### config.mk
export PLATFORM = sky130hd
export DESIGN_NAME = gte_ir_clamp_seq
export DESIGN_NICKNAME = d
export VERILOG_FILES = /design/src/rtl/gte_ir_clamp_seq.sv
export SDC_FILE = /design/constraint.sdc
export NUM_CORES = 1
export LEC_CHECK = 0
export CORE_MARGIN = 2
export CORE_UTILIZATION = 36
export DETAILED_ROUTE_END_ITERATION = 8
export PLACE_DENSITY = 0.65
export SETUP_SLACK_MARGIN = 0.02
export SLEW_MARGIN = 20
export SYNTH_ARGS = -nofsm -noshare
export SYNTH_HDL_FRONTEND = slang
export SYNTH_SLANG_ARGS = --single-unit
### constraint.sdc
create_clock -name i_clk -period 3.28 [get_ports i_clk]
set_input_delay 0.328 -clock i_clk [delete_from_list [all_inputs] [get_ports i_clk]]
set_output_delay 0.328 -clock i_clk [all_outputs]
set_load 0.02 [all_outputs]
### src/rtl/gte_ir_clamp_seq.sv
// rtl/gte_ir_clamp_seq.sv - GTE MAC1..3 to IR1..3 clamp sequencer with one shared saturation stage
module gte_ir_clamp_seq #(
  parameter int INW   = 32,
  parameter int OUTW  = 16,
  parameter int SHIFT = 12
) (
  input  logic            i_clk,
  input  logic            i_nRst,
  input  logic            i_start,
  input  logic            i_sf,
  input  logic            i_lm,
  input  logic [2:0]      i_chanEn,
  input  logic [INW-1:0]  i_mac1,
  input  logic [INW-1:0]  i_mac2,
  input  logic [INW-1:0]  i_mac3,
  input  logic            i_flagClr,
  output logic            o_busy,
  output logic            o_done,
  output logic [OUTW-1:0] o_ir1,
  output logic [OUTW-1:0] o_ir2,
  output logic [OUTW-1:0] o_ir3,
  output logic [2:0]      o_flag
);

  localparam logic [1:0] IDLE = 2'd0;
  localparam logic [1:0] CH1  = 2'd1;
  localparam logic [1:0] CH2  = 2'd2;
  localparam logic [1:0] CH3  = 2'd3;

  localparam logic signed [INW-1:0] HI_FULL = {{(INW-OUTW+1){1'b0}}, {(OUTW-1){1'b1}}};
  localparam logic signed [INW-1:0] LO_FULL = {{(INW-OUTW+1){1'b1}}, {(OUTW-1){1'b0}}};
  localparam logic [OUTW-1:0]       HI_OUT  = {1'b0, {(OUTW-1){1'b1}}};
  localparam logic [OUTW-1:0]       LO_OUT  = {1'b1, {(OUTW-1){1'b0}}};

  logic [1:0]      state_q, state_d;
  logic [INW-1:0]  mac1_q, mac1_d, mac2_q, mac2_d, mac3_q, mac3_d;
  logic            sf_q, sf_d, lm_q, lm_d;
  // Channel 1 is only needed to pick the first state, so only bits 2:1 are held.
  logic [2:1]      en_q, en_d;
  logic            done_q, done_d;
  logic [OUTW-1:0] ir1_q, ir1_d, ir2_q, ir2_d, ir3_q, ir3_d;
  logic [2:0]      flag_q, flag_d;

  logic signed [INW-1:0] mac_sel, v, lo;
  logic [OUTW-1:0]       clamp_res;
  logic                  sat;

  always_comb begin
    case (state_q)
      CH1:     mac_sel = mac1_q;
      CH2:     mac_sel = mac2_q;
      CH3:     mac_sel = mac3_q;
      default: mac_sel = '0;
    endcase
    v  = sf_q ? (mac_sel >>> SHIFT) : mac_sel;
    lo = lm_q ? '0 : LO_FULL;
    if (v > HI_FULL) begin
      clamp_res = HI_OUT;
      sat       = 1'b1;
    end else if (v < lo) begin
      clamp_res = lm_q ? '0 : LO_OUT;
      sat       = 1'b1;
    end else begin
      clamp_res = v[OUTW-1:0];
      sat       = 1'b0;
    end
  end

  always_comb begin
    state_d = state_q;
    mac1_d  = mac1_q;
    mac2_d  = mac2_q;
    mac3_d  = mac3_q;
    sf_d    = sf_q;
    lm_d    = lm_q;
    en_d    = en_q;
    done_d  = 1'b0;
    ir1_d   = ir1_q;
    ir2_d   = ir2_q;
    ir3_d   = ir3_q;
    flag_d  = i_flagClr ? 3'b000 : flag_q;
    case (state_q)
      IDLE: begin
        if (i_start) begin
          mac1_d = i_mac1;
          mac2_d = i_mac2;
          mac3_d = i_mac3;
          sf_d   = i_sf;
          lm_d   = i_lm;
          en_d   = i_chanEn[2:1];
          if (i_chanEn[0])      state_d = CH1;
          else if (i_chanEn[1]) state_d = CH2;
          else if (i_chanEn[2]) state_d = CH3;
          else                  done_d  = 1'b1;
        end
      end
      CH1: begin
        ir1_d     = clamp_res;
        flag_d[0] = flag_d[0] | sat;
        if (en_q[1])      state_d = CH2;
        else if (en_q[2]) state_d = CH3;
        else begin
          state_d = IDLE;
          done_d  = 1'b1;
        end
      end
      CH2: begin
        ir2_d     = clamp_res;
        flag_d[1] = flag_d[1] | sat;
        if (en_q[2]) state_d = CH3;
        else begin
          state_d = IDLE;
          done_d  = 1'b1;
        end
      end
      default: begin
        ir3_d     = clamp_res;
        flag_d[2] = flag_d[2] | sat;
        state_d   = IDLE;
        done_d    = 1'b1;
      end
    endcase
  end

  always_ff @(posedge i_clk) begin
    if (!i_nRst) begin
      state_q <= IDLE;
      mac1_q  <= '0;
      mac2_q  <= '0;
      mac3_q  <= '0;
      sf_q    <= 1'b0;
      lm_q    <= 1'b0;
      en_q    <= '0;
      done_q  <= 1'b0;
      ir1_q   <= '0;
      ir2_q   <= '0;
      ir3_q   <= '0;
      flag_q  <= '0;
    end else begin
      state_q <= state_d;
      mac1_q  <= mac1_d;
      mac2_q  <= mac2_d;
      mac3_q  <= mac3_d;
      sf_q    <= sf_d;
      lm_q    <= lm_d;
      en_q    <= en_d;
      done_q  <= done_d;
      ir1_q   <= ir1_d;
      ir2_q   <= ir2_d;
      ir3_q   <= ir3_d;
      flag_q  <= flag_d;
    end
  end

  assign o_busy = (state_q != IDLE);
  assign o_done = done_q;
  assign o_ir1  = ir1_q;
  assign o_ir2  = ir2_q;
  assign o_ir3  = ir3_q;
  assign o_flag = flag_q;

endmodule
==> metrics, run 1 <==
CTS tree built; critical path's largest stage delay 380 ps; met3 WL post-DR 782 µm; initial antenna violation count 1; Startpoint Class register; drt drc 0; Post-Route WL 22100 µm; vias in the first global route 6652; Final nets 1192; clock skew 11.8 ps; Clock transition at path regs 60 ps; largest net degree at the start of global routing 102; IO Count 158; Port-buffer cells 157; area grow syn2layout 42.1%; Placed Cells 1304; CP max-delay cell dfxtp_4; M1 WL 9710 µm; clock root cell clkbuf_16; dpl hpwl 15400 µm; Seq cells post-synth 154; WS Path Type register to register; Max Cap Viol 0; hold_buf cts 0; global-route wire length before repair 34600 µm; power consumption 5.82 mW; ys flop type dfxtp_1; FFs w/ async S/R, synth 0%; Sequential Power Share 37.6%; Hold Crit Class primary input to register; Detail Route Antenna Nets 0; Total GRT Usage 20.4%; status finished clean; core region area 0.0196 mm²; final non-filler cell total 1350; Peak VDD IR 0.000373 V; total gr overflow 0; Max Root-Sink Buffers 2; Final Slew Violations 0; Setup-failing EPs final 0; total number of vias 6758; LEAKAGE 3.81 nW; worst-skew pair later-pin latency 430 ps; total CTS buffers 17; crit path capture type register; gpl congestion 0.867; DRT iter0 DRCs 439; sw frac 32.8%; Logic pwr share 29.2%; P_sw 1.91 mW; setup tns final 0 ps; Int Pwr 3.91 mW; Tcrit/Tclk final 99.7%; met2 wire len 11000 µm; Clock Sink Count 154; number of synthesized flops with an enable pin 0; Tmin final 3270 ps; vias per cell 5.01; Synth cell types 50; htree depth 4; routed len/inst 16.4 µm; Die Width 146 µm; Clock Power Share 33.2%; iteration count of the initial detailed-routing pass 5; final hold vios 0; Initial Util 36.9%; synthesized net count 1021; Worst Path Required 3580 ps; worst-path cell chain buf_4, buf_4, nand2_2, o22a_1, o22ai_1, a21oi_1, ha_1, a21oi_2, o21ai_2, nand2_1, a21boi_2, nor4_4, mux2i_4, buf_6, o21a_1, a21oi_1; layout cells sized above 1 16.5%; Mapped Cells 900; Max Clk Rate 0.306 GHz; PwrDens 566 mW/mm²; RSZ-0062 raised after global routing true; die area 0.0212 mm²; Critical Path AT 3570 ps; Worst slew margin 48.9%; Row Count 51; Synth Area per Inst 8.04 µm²; highest metal used met4; Post-Syn Area 0.00723 mm²; Synth warnings 0; Chip Height 146 µm; worst slew pin tran 765 ps; Seq/Total Area, Yosys 42.6%; CP Max Fanout 9
power groups by stage:
stage / combinational (mW) / sequential, mW / clock [mW]
finish: 1.70 / 2.19 / 1.93
global route: 1.86 / 2.21 / 2.05
CTS: 1.60 / 2.19 / 1.96
detailed placement: 1.55 / 2.22 / 0
global placement: 1.54 / 2.22 / 0
floorplan: 0.866 / 2.27 / 0
per-stage QoR:
stage | hold slack (ps) | cell area (µm²) | setup slack [ps] | utilization, %
5_1_grt | 446 | 10300 | -156 | 52.5
3_5_place_dp | 455 | 9330 | -0.459 | 47.6
4_1_cts | 401 | 10000 | 20.0 | 51.1
3_3_place_gp | 451 | 9330 | -74.7 | 47.6
6_report | 416 | 10300 | 10.3 | 52.5
2_1_floorplan | 424 | 7260 | 23.7 | -
timing repair:
action                     4_1_cts  5_1_grt
cloned                           1        1
resized for setup               16       51
pin swaps                       15       52
setup buffers                    3       10
setup endpoints to repair       49       51
area by class of cell:
cell class / instances / area, µm²
diodes: 1 / 2.50
clock buffers: 19 / 443
clock inverters: 13 / 136
fillers: 1880 / 9310
inverters: 9 / 33.8
multi-input cells: 664 / 4060
flip-flops and latches: 154 / 3090
well taps: 265 / 332
repair buffers: 225 / 2190
cell usage in the layout (no fill, tap or decap), types with 5 or more instances in the layout:
| cell | n |
|---|---|
| ha_1 | 13 |
| a21oi_1 | 64 |
| a211oi_1 | 6 |
| o22ai_1 | 5 |
| o21ai_0 | 61 |
| nor2_2 | 5 |
| inv_1 | 7 |
| nand2_1 | 240 |
| buf_4 | 56 |
| o21a_1 | 20 |
| clkdlybuf4s50_1 | 156 |
| a21boi_0 | 100 |
| nor2_1 | 24 |
| buf_6 | 6 |
| mux2_2 | 11 |
| dfxtp_1 | 152 |
| buf_12 | 5 |
| clkbuf_16 | 18 |
| a21oi_2 | 24 |
| mux2i_1 | 20 |
| clkinvlp_4 | 5 |
| o21ai_1 | 5 |
| nand3_1 | 5 |
| o21ai_2 | 5 |
metal layers:
metal / track usage (%) / vias to the layer above
met1: 25.2 / 3148
met4: 7.99 / 0
met2: 35.4 / 141
li1: - / 3431
met3: 3.70 / 38
met5: 0 / -
critical path: cells and delay by family (launching register included):
kind / cells / cell delay [ps]
AOI/OAI and AO/OA: 8 / 1100
adders and majority gates: 1 / 330
buffers and inverters: 3 / 510
muxes: 1 / 350
DFF: 1 / 380
and+or+nand+nor: 3 / 480
cell families after synthesis:
kind of cell,synth area share [%]
muxes,6.21
buffers and inverters,4.93
DFF,42.6
adders and majority gates,2.77
and+or+nand+nor,16.6
AOI/OAI and AO/OA,26.9
Yosys cell counts, types with 3 or more instances:
| master | instances | area [µm²] |
|---|---|---|
| o22ai_1 | 6 | 37.5 |
| a211oi_1 | 7 | 52.6 |
| mux2_1 | 3 | 33.8 |
| a21oi_1 | 89 | 445 |
| nand3_1 | 5 | 25.0 |
| inv_1 | 8 | 30.0 |
| mux2i_1 | 22 | 220 |
| dfxtp_1 | 154 | 3080 |
| mux2_2 | 12 | 135 |
| clkbuf_1 | 52 | 195 |
| a21boi_0 | 101 | 758 |
| o21ai_1 | 3 | 15.0 |
| nor2_1 | 28 | 105 |
| buf_1 | 6 | 22.5 |
| buf_6 | 4 | 45.0 |
| o21ai_0 | 68 | 340 |
| ha_1 | 16 | 200 |
| nor2b_1 | 4 | 25.0 |
| nand2_1 | 244 | 916 |
| buf_2 | 8 | 40.0 |
| o21a_1 | 21 | 158 |
sequential cells by signal, indices dropped and copies added (netlist names):
| register | flops |
|---|---|
| en_q | 2 |
| lm_q | 1 |
| mac1_q | 32 |
| mac2_q | 32 |
| mac3_q | 32 |
| o_done | 1 |
| o_flag | 3 |
| o_ir1 | 16 |
| o_ir2 | 16 |
| o_ir3 | 16 |
| sf_q | 1 |
| state_q | 2 |
worst paths after layout:
| path | from | to | slack [ps] | cells past startpoint |
|---|---|---|---|---|
| min reg2reg | mac2_q[10] | mac2_q[10] | 460 | 2 |
| max reg2reg | state_q[1] | o_ir1[8] | 10 | 16 |
| max | state_q[1] | o_ir1[8] | 10 | 16 |
| min | i_nRst | o_ir3[13] | 420 | 3 |
Power figures use the tool's default switching activity.
==> inputs of run 2 (changes only) <==
--- a/config.mk
+++ b/config.mk
@@ -5,6 +5,7 @@
 export SDC_FILE = /design/constraint.sdc
 export NUM_CORES = 1
 export LEC_CHECK = 0
+export CORE_ASPECT_RATIO = 0.8
 export CORE_MARGIN = 2
 export CORE_UTILIZATION = 36
 export DETAILED_ROUTE_END_ITERATION = 8
==> metrics, run 2 (same netlist as run 1, synthesis figures left out) <==
clock skew 10.0 ps; CTS tree built; Placed Cells 1305; global-route wire length before repair 33400 µm; vias per cell 5.03; clock root cell clkbuf_16; Area after DPL 0.00935 mm²; WS Path Type register to register; Final Slew Violations 0; die area 0.0213 mm²; Row Count 46; antenna cells 0; Logic pwr share 30.3%; post-route cell area 0.0103 mm²; sw frac 32.6%; CP max-delay cell dfxtp_4; worst-path cell chain buf_12, mux2_2, a21oi_2, buf_4, o21ai_1, ha_1, a21oi_1, o21ai_1, nand2_1, a21boi_2, nor4_4, mux2i_4, clkbuf_16, o21a_1, a21oi_1; Sequential Power Share 37.8%; Total GRT Usage 20.2%; Post-Route WL 21700 µm; worst-skew pair later-pin latency 430 ps; Top delay family on crit path compound AO/OA/AOI/OAI gates; Startpoint Class register; setup ws final -20.5 ps; total CTS buffers 17; PwrDens 561 mW/mm²; # fillers 1834; status complete, but fails checks; Max Clk Rate 0.303 GHz; Clock transition at path regs 70 ps; Max Root-Sink Buffers 2; Worst Path Required 3570 ps; DRT iter0 DRCs 477; drt drc 0; largest net degree at the start of global routing 89; power consumption 5.77 mW; CP Max Fanout 8; iteration count of the initial detailed-routing pass 5; Worst slew margin 49.1%; RSZ-0062 raised after global routing true; Die Width 162 µm; Critical Path AT 3590 ps; Buf/Inv on CP 3; top flop regs mac1_q: 32 flops, mac2_q: 32 flops, mac3_q: 32 flops; LEAKAGE 3.86 nW; Hold Startpoint i_mac2[16]; crit path capture type register; Final nets 1198; Port-buffer cells 157; critical path's largest stage delay 410 ps; core region area 0.0197 mm²; Chip Height 131 µm; vias in the first global route 6369; P_sw 1.88 mW; worst slew pin tran 764 ps; Max Cap Viol 0; gpl congestion 0.857; layout cells sized above 1 16.5%; Int Pwr 3.89 mW; dpl hpwl 15100 µm; Clock Power Share 31.8%; Tmin final 3300 ps; final hold vios 0; Setup-failing EPs final 2; commonest non-fill, non-tap cell in the layout nand2_1; violated checks setup timing; IO Count 158; htree depth 4; area grow syn2layout 42.1%; Initial Util 36.6%; final non-filler cell total 1354; Hold Crit Class primary input to register; Peak VDD IR 0.000272 V; Detail Route Antenna Nets 0; worst reg2reg startpoint state_q[0]; most frequent cells in the layout nand2_1 (240), clkdlybuf4s50_1 (156), dfxtp_1 (152); total gr overflow 0; Clock Sink Count 154; total number of vias 6814; Tcrit/Tclk final 101%; routed len/inst 16.0 µm; initial antenna violation count 0; CP Launch Point state_q[0]
[run 2: cell types whose count changed in the layout (fill, tap and decap cells not counted), moves of 3 or more]
cell     before  now
a21oi_1      64   69
o21ai_2       5    2
buf_4        56   61
o21ai_1       5    9
o21a_4        1    5
o21a_1       20   16
a21oi_2      24   19
[run 2: final cells by class]
class / instances / area, µm² / share of cell area, %
sequential: 154 / 3090 / 30.1
multi-input combinational: 664 / 4030 / 39.2
clock buffer: 21 / 460 / 4.48
timing repair buffer: 231 / 2250 / 21.9
inverter: 9 / 33.8 / 0.329
tap: 264 / 330 / 3.21
clock inverter: 11 / 87.6 / 0.852
[run 2: path summary, 6_finish.rpt]
check | end | slack, ps | cells past startpoint
setup / recovery | o_ir1[12] | -20 | 15
hold / removal | mac2_q[16] | 450 | 3
setup reg to reg | o_ir1[12] | -20 | 15
hold reg to reg | mac2_q[10] | 460 | 2
[run 2: stage by stage]
step / hold slack [ps] / setup slack [ps] / utilization [%] / setup TNS (ps)
final: 455 / -20.5 / 52.1 / -31.1
after global routing: 468 / -164 / 52.1 / -3500
after CTS: 440 / -10.4 / 51.2 / -17.5
after detailed placement: 455 / -105 / 47.4 / -2090
after global placement: 445 / -67.3 / 47.4 / -616
after floorplan: 424 / 23.7 / - / 0
[run 2: repair_timing]
item                                    4_1_cts  5_1_grt
buffers inserted                             12        4
hold buffers                                  0        0
pin swaps                                    31       47
endpoints found under the setup margin       51       51
gates cloned                                  1        0
gates resized for setup                      31       36
[run 2: power by group through the flow]
stage                     clock network, mW  registers [mW]  logic (mW)
after global routing                   1.94            2.20        1.90
after floorplan                           0            2.27       0.866
after detailed placement                  0            2.22        1.57
final                                  1.84            2.18        1.75
after CTS                              1.87            2.18        1.64
after global placement                    0            2.22        1.57
[run 2: worst min-delay path, delay by kind of cell]
kind / cells / cell delay (ps)
AOI/OAI and AO/OA: 1 / 60
buffers and inverters: 1 / 390
and+or+nand+nor: 1 / 50
[run 2: per-layer routing]
layer | global-route usage, % | wire length [µm] | vias to the layer above
met5 | 0 | 0 | -
met4 | 5.67 | 332 | 0
li1 | - | - | 3442
met3 | 3.60 | 1030 | 26
met2 | 33.5 | 10200 | 175
met1 | 27.2 | 10100 | 3171
==> inputs of run 3 (changes only) <==
--- a/config.mk
+++ b/config.mk
@@ -6,7 +6,6 @@
 export NUM_CORES = 1
 export LEC_CHECK = 0
 export CORE_ASPECT_RATIO = 0.8
-export CORE_MARGIN = 2
 export CORE_UTILIZATION = 36
 export DETAILED_ROUTE_END_ITERATION = 8
 export PLACE_DENSITY = 0.65
==> metrics, run 3 (same netlist as run 1, synthesis figures left out) <==
Logic pwr share 28.2%; Chip Height 129 µm; iteration count of the initial detailed-routing pass 5; setup ws final -57.1 ps; gpl congestion 0.924; Sequential Power Share 36.7%; Int Pwr 4.10 mW; antenna cells 0; Hold Crit Class primary input to register; post-layout util 53.0%; PwrDens 581 mW/mm²; gr busiest metal met2; area grow syn2layout 41.5%; Worst path most repeated cell buf_12; worst slew pin tran 737 ps; M1 GR Usage 28.5%; vias in the first global route 6502; Peak VDD IR 0.000298 V; die area 0.0207 mm²; Worst slew margin 50.8%; Setup-failing EPs final 17; Final nets 1196; post-route cell area 0.0102 mm²; Tcrit/Tclk final 102%; P_sw 1.85 mW; IO Count 158; sw frac 31.1%; Port-buffer cells 157; Clock transition at path regs 60 ps; most frequent cells in the layout nand2_1 (239), clkdlybuf4s50_1 (156), dfxtp_1 (152); core region area 0.0193 mm²; met3 usage 4.35%; clock root cell clkbuf_16; Clock Sink Count 154; Initial Util 37.5%; Row Count 45; WHS 459 ps; LEAKAGE 3.86 nW; total gr overflow 0; DRT iter0 DRCs 405; CP max-delay cell dfxtp_4; largest net degree at the start of global routing 83; Post-Route WL 21500 µm; met2 Usage GRT 34.6%; initial antenna violation count 0; Max Root-Sink Buffers 2; routed len/inst 16.0 µm; final hold vios 0; vias per cell 5.00; layout cells sized above 1 15.1%; Clock Power Share 35.1%; Area after DPL 0.00927 mm²; worst-skew pair later-pin latency 420 ps; CTS tree built; critical path's largest stage delay 410 ps; htree depth 4; total CTS buffers 17; top flop regs mac1_q: 32 flops, mac2_q: 32 flops, mac3_q: 32 flops; Max Clk Rate 0.300 GHz; pre-CTS setup slack -134 ps; Critical Path AT 3630 ps; drt drc 0; total number of vias 6733; Max Cap Viol 0; RSZ-0062 raised after global routing true; global-route wire length before repair 34100 µm; commonest non-fill, non-tap cell in the layout nand2_1; Final Slew Violations 0; Startpoint Class register; violated checks setup timing; Detail Route Antenna Nets 0; CP Max Fanout 8; worst-path cell chain buf_12, inv_6, o211ai_1, o21a_1, ha_1, a21oi_2, o22ai_1, a211oi_1, a21boi_1, nor4_4, mux2i_4, buf_12, buf_12, o31a_1, a21oi_1; crit path capture type register; Total GRT Usage 21.2%; power consumption 5.95 mW; Tmin final 3340 ps; status complete, but fails checks; dpl hpwl 15200 µm; Die Width 160 µm; WS Path Type register to register; Worst Path Required 3580 ps; clock skew 11.9 ps
run 3: changes by cell type in the layout (fill, tap and decap cells not counted), sizes merged:
| cell | delta |
|---|---|
| inv | -1 |
| buf | -1 |
| bufinv | +4 |
| clkinv | +1 |
| clkinvlp | -1 |
| clkbuf | -4 |
run 3: path summary, 6_finish.rpt:
kind | startpoint | to | slack [ps] | depth (start not counted)
hold reg to reg | mac3_q[21] | mac3_q[21] | 460 | 2
setup / recovery | state_q[0] | o_ir2[10] | -60 | 15
setup reg to reg | state_q[0] | o_ir2[10] | -60 | 15
hold / removal | i_mac2[4] | mac2_q[4] | 460 | 3
run 3: stage by stage:
| stage | setup TNS (ps) | std cells |
|---|---|---|
| floorplan | 0 | 900 |
| global placement | -4600 | 1294 |
| detailed placement | -4690 | 1294 |
| CTS | 0 | 1345 |
| global route | -7360 | 1346 |
| finish | -360 | 1346 |
run 3: repair_timing:
item,CTS,global route
resized for setup,37,12
gates cloned,1,0
pin swaps,35,36
setup endpoints to repair,51,51
buffers inserted,18,1
hold buffers,0,0
run 3: worst max-delay path: cells and delay by family (launching register included):
family / cells / cell delay, ps
buffers and inverters: 4 / 430
DFF: 1 / 410
adders and majority gates: 1 / 240
muxes: 1 / 320
AOI/OAI and AO/OA: 8 / 1460
and+or+nand+nor: 1 / 330
run 3: power by group through the flow:
stage | registers, mW | clock network, mW | logic [mW]
global placement | 2.22 | 0 | 1.52
CTS | 2.18 | 2.11 | 1.64
detailed placement | 2.22 | 0 | 1.53
finish | 2.18 | 2.09 | 1.67
global route | 2.21 | 2.19 | 1.81
floorplan | 2.27 | 0 | 0.866
run 3: layout make-up:
| class | instances | area (µm²) |
|---|---|---|
| multi-input cells | 664 | 3960 |
| inverters | 9 | 38.8 |
| repair buffers | 229 | 2200 |
| clock inverters | 14 | 194 |
| well taps | 258 | 323 |
| flip-flops and latches | 154 | 3090 |
| clock buffers | 18 | 429 |
| fillers | 1782 | 9070 |
run 3: metal layers:
metal | vias to the layer above | wire length (µm)
met1 | 3153 | 10400
met2 | 131 | 9920
li1 | 3436 | -
met4 | 0 | 235
met5 | - | 0
met3 | 13 | 947
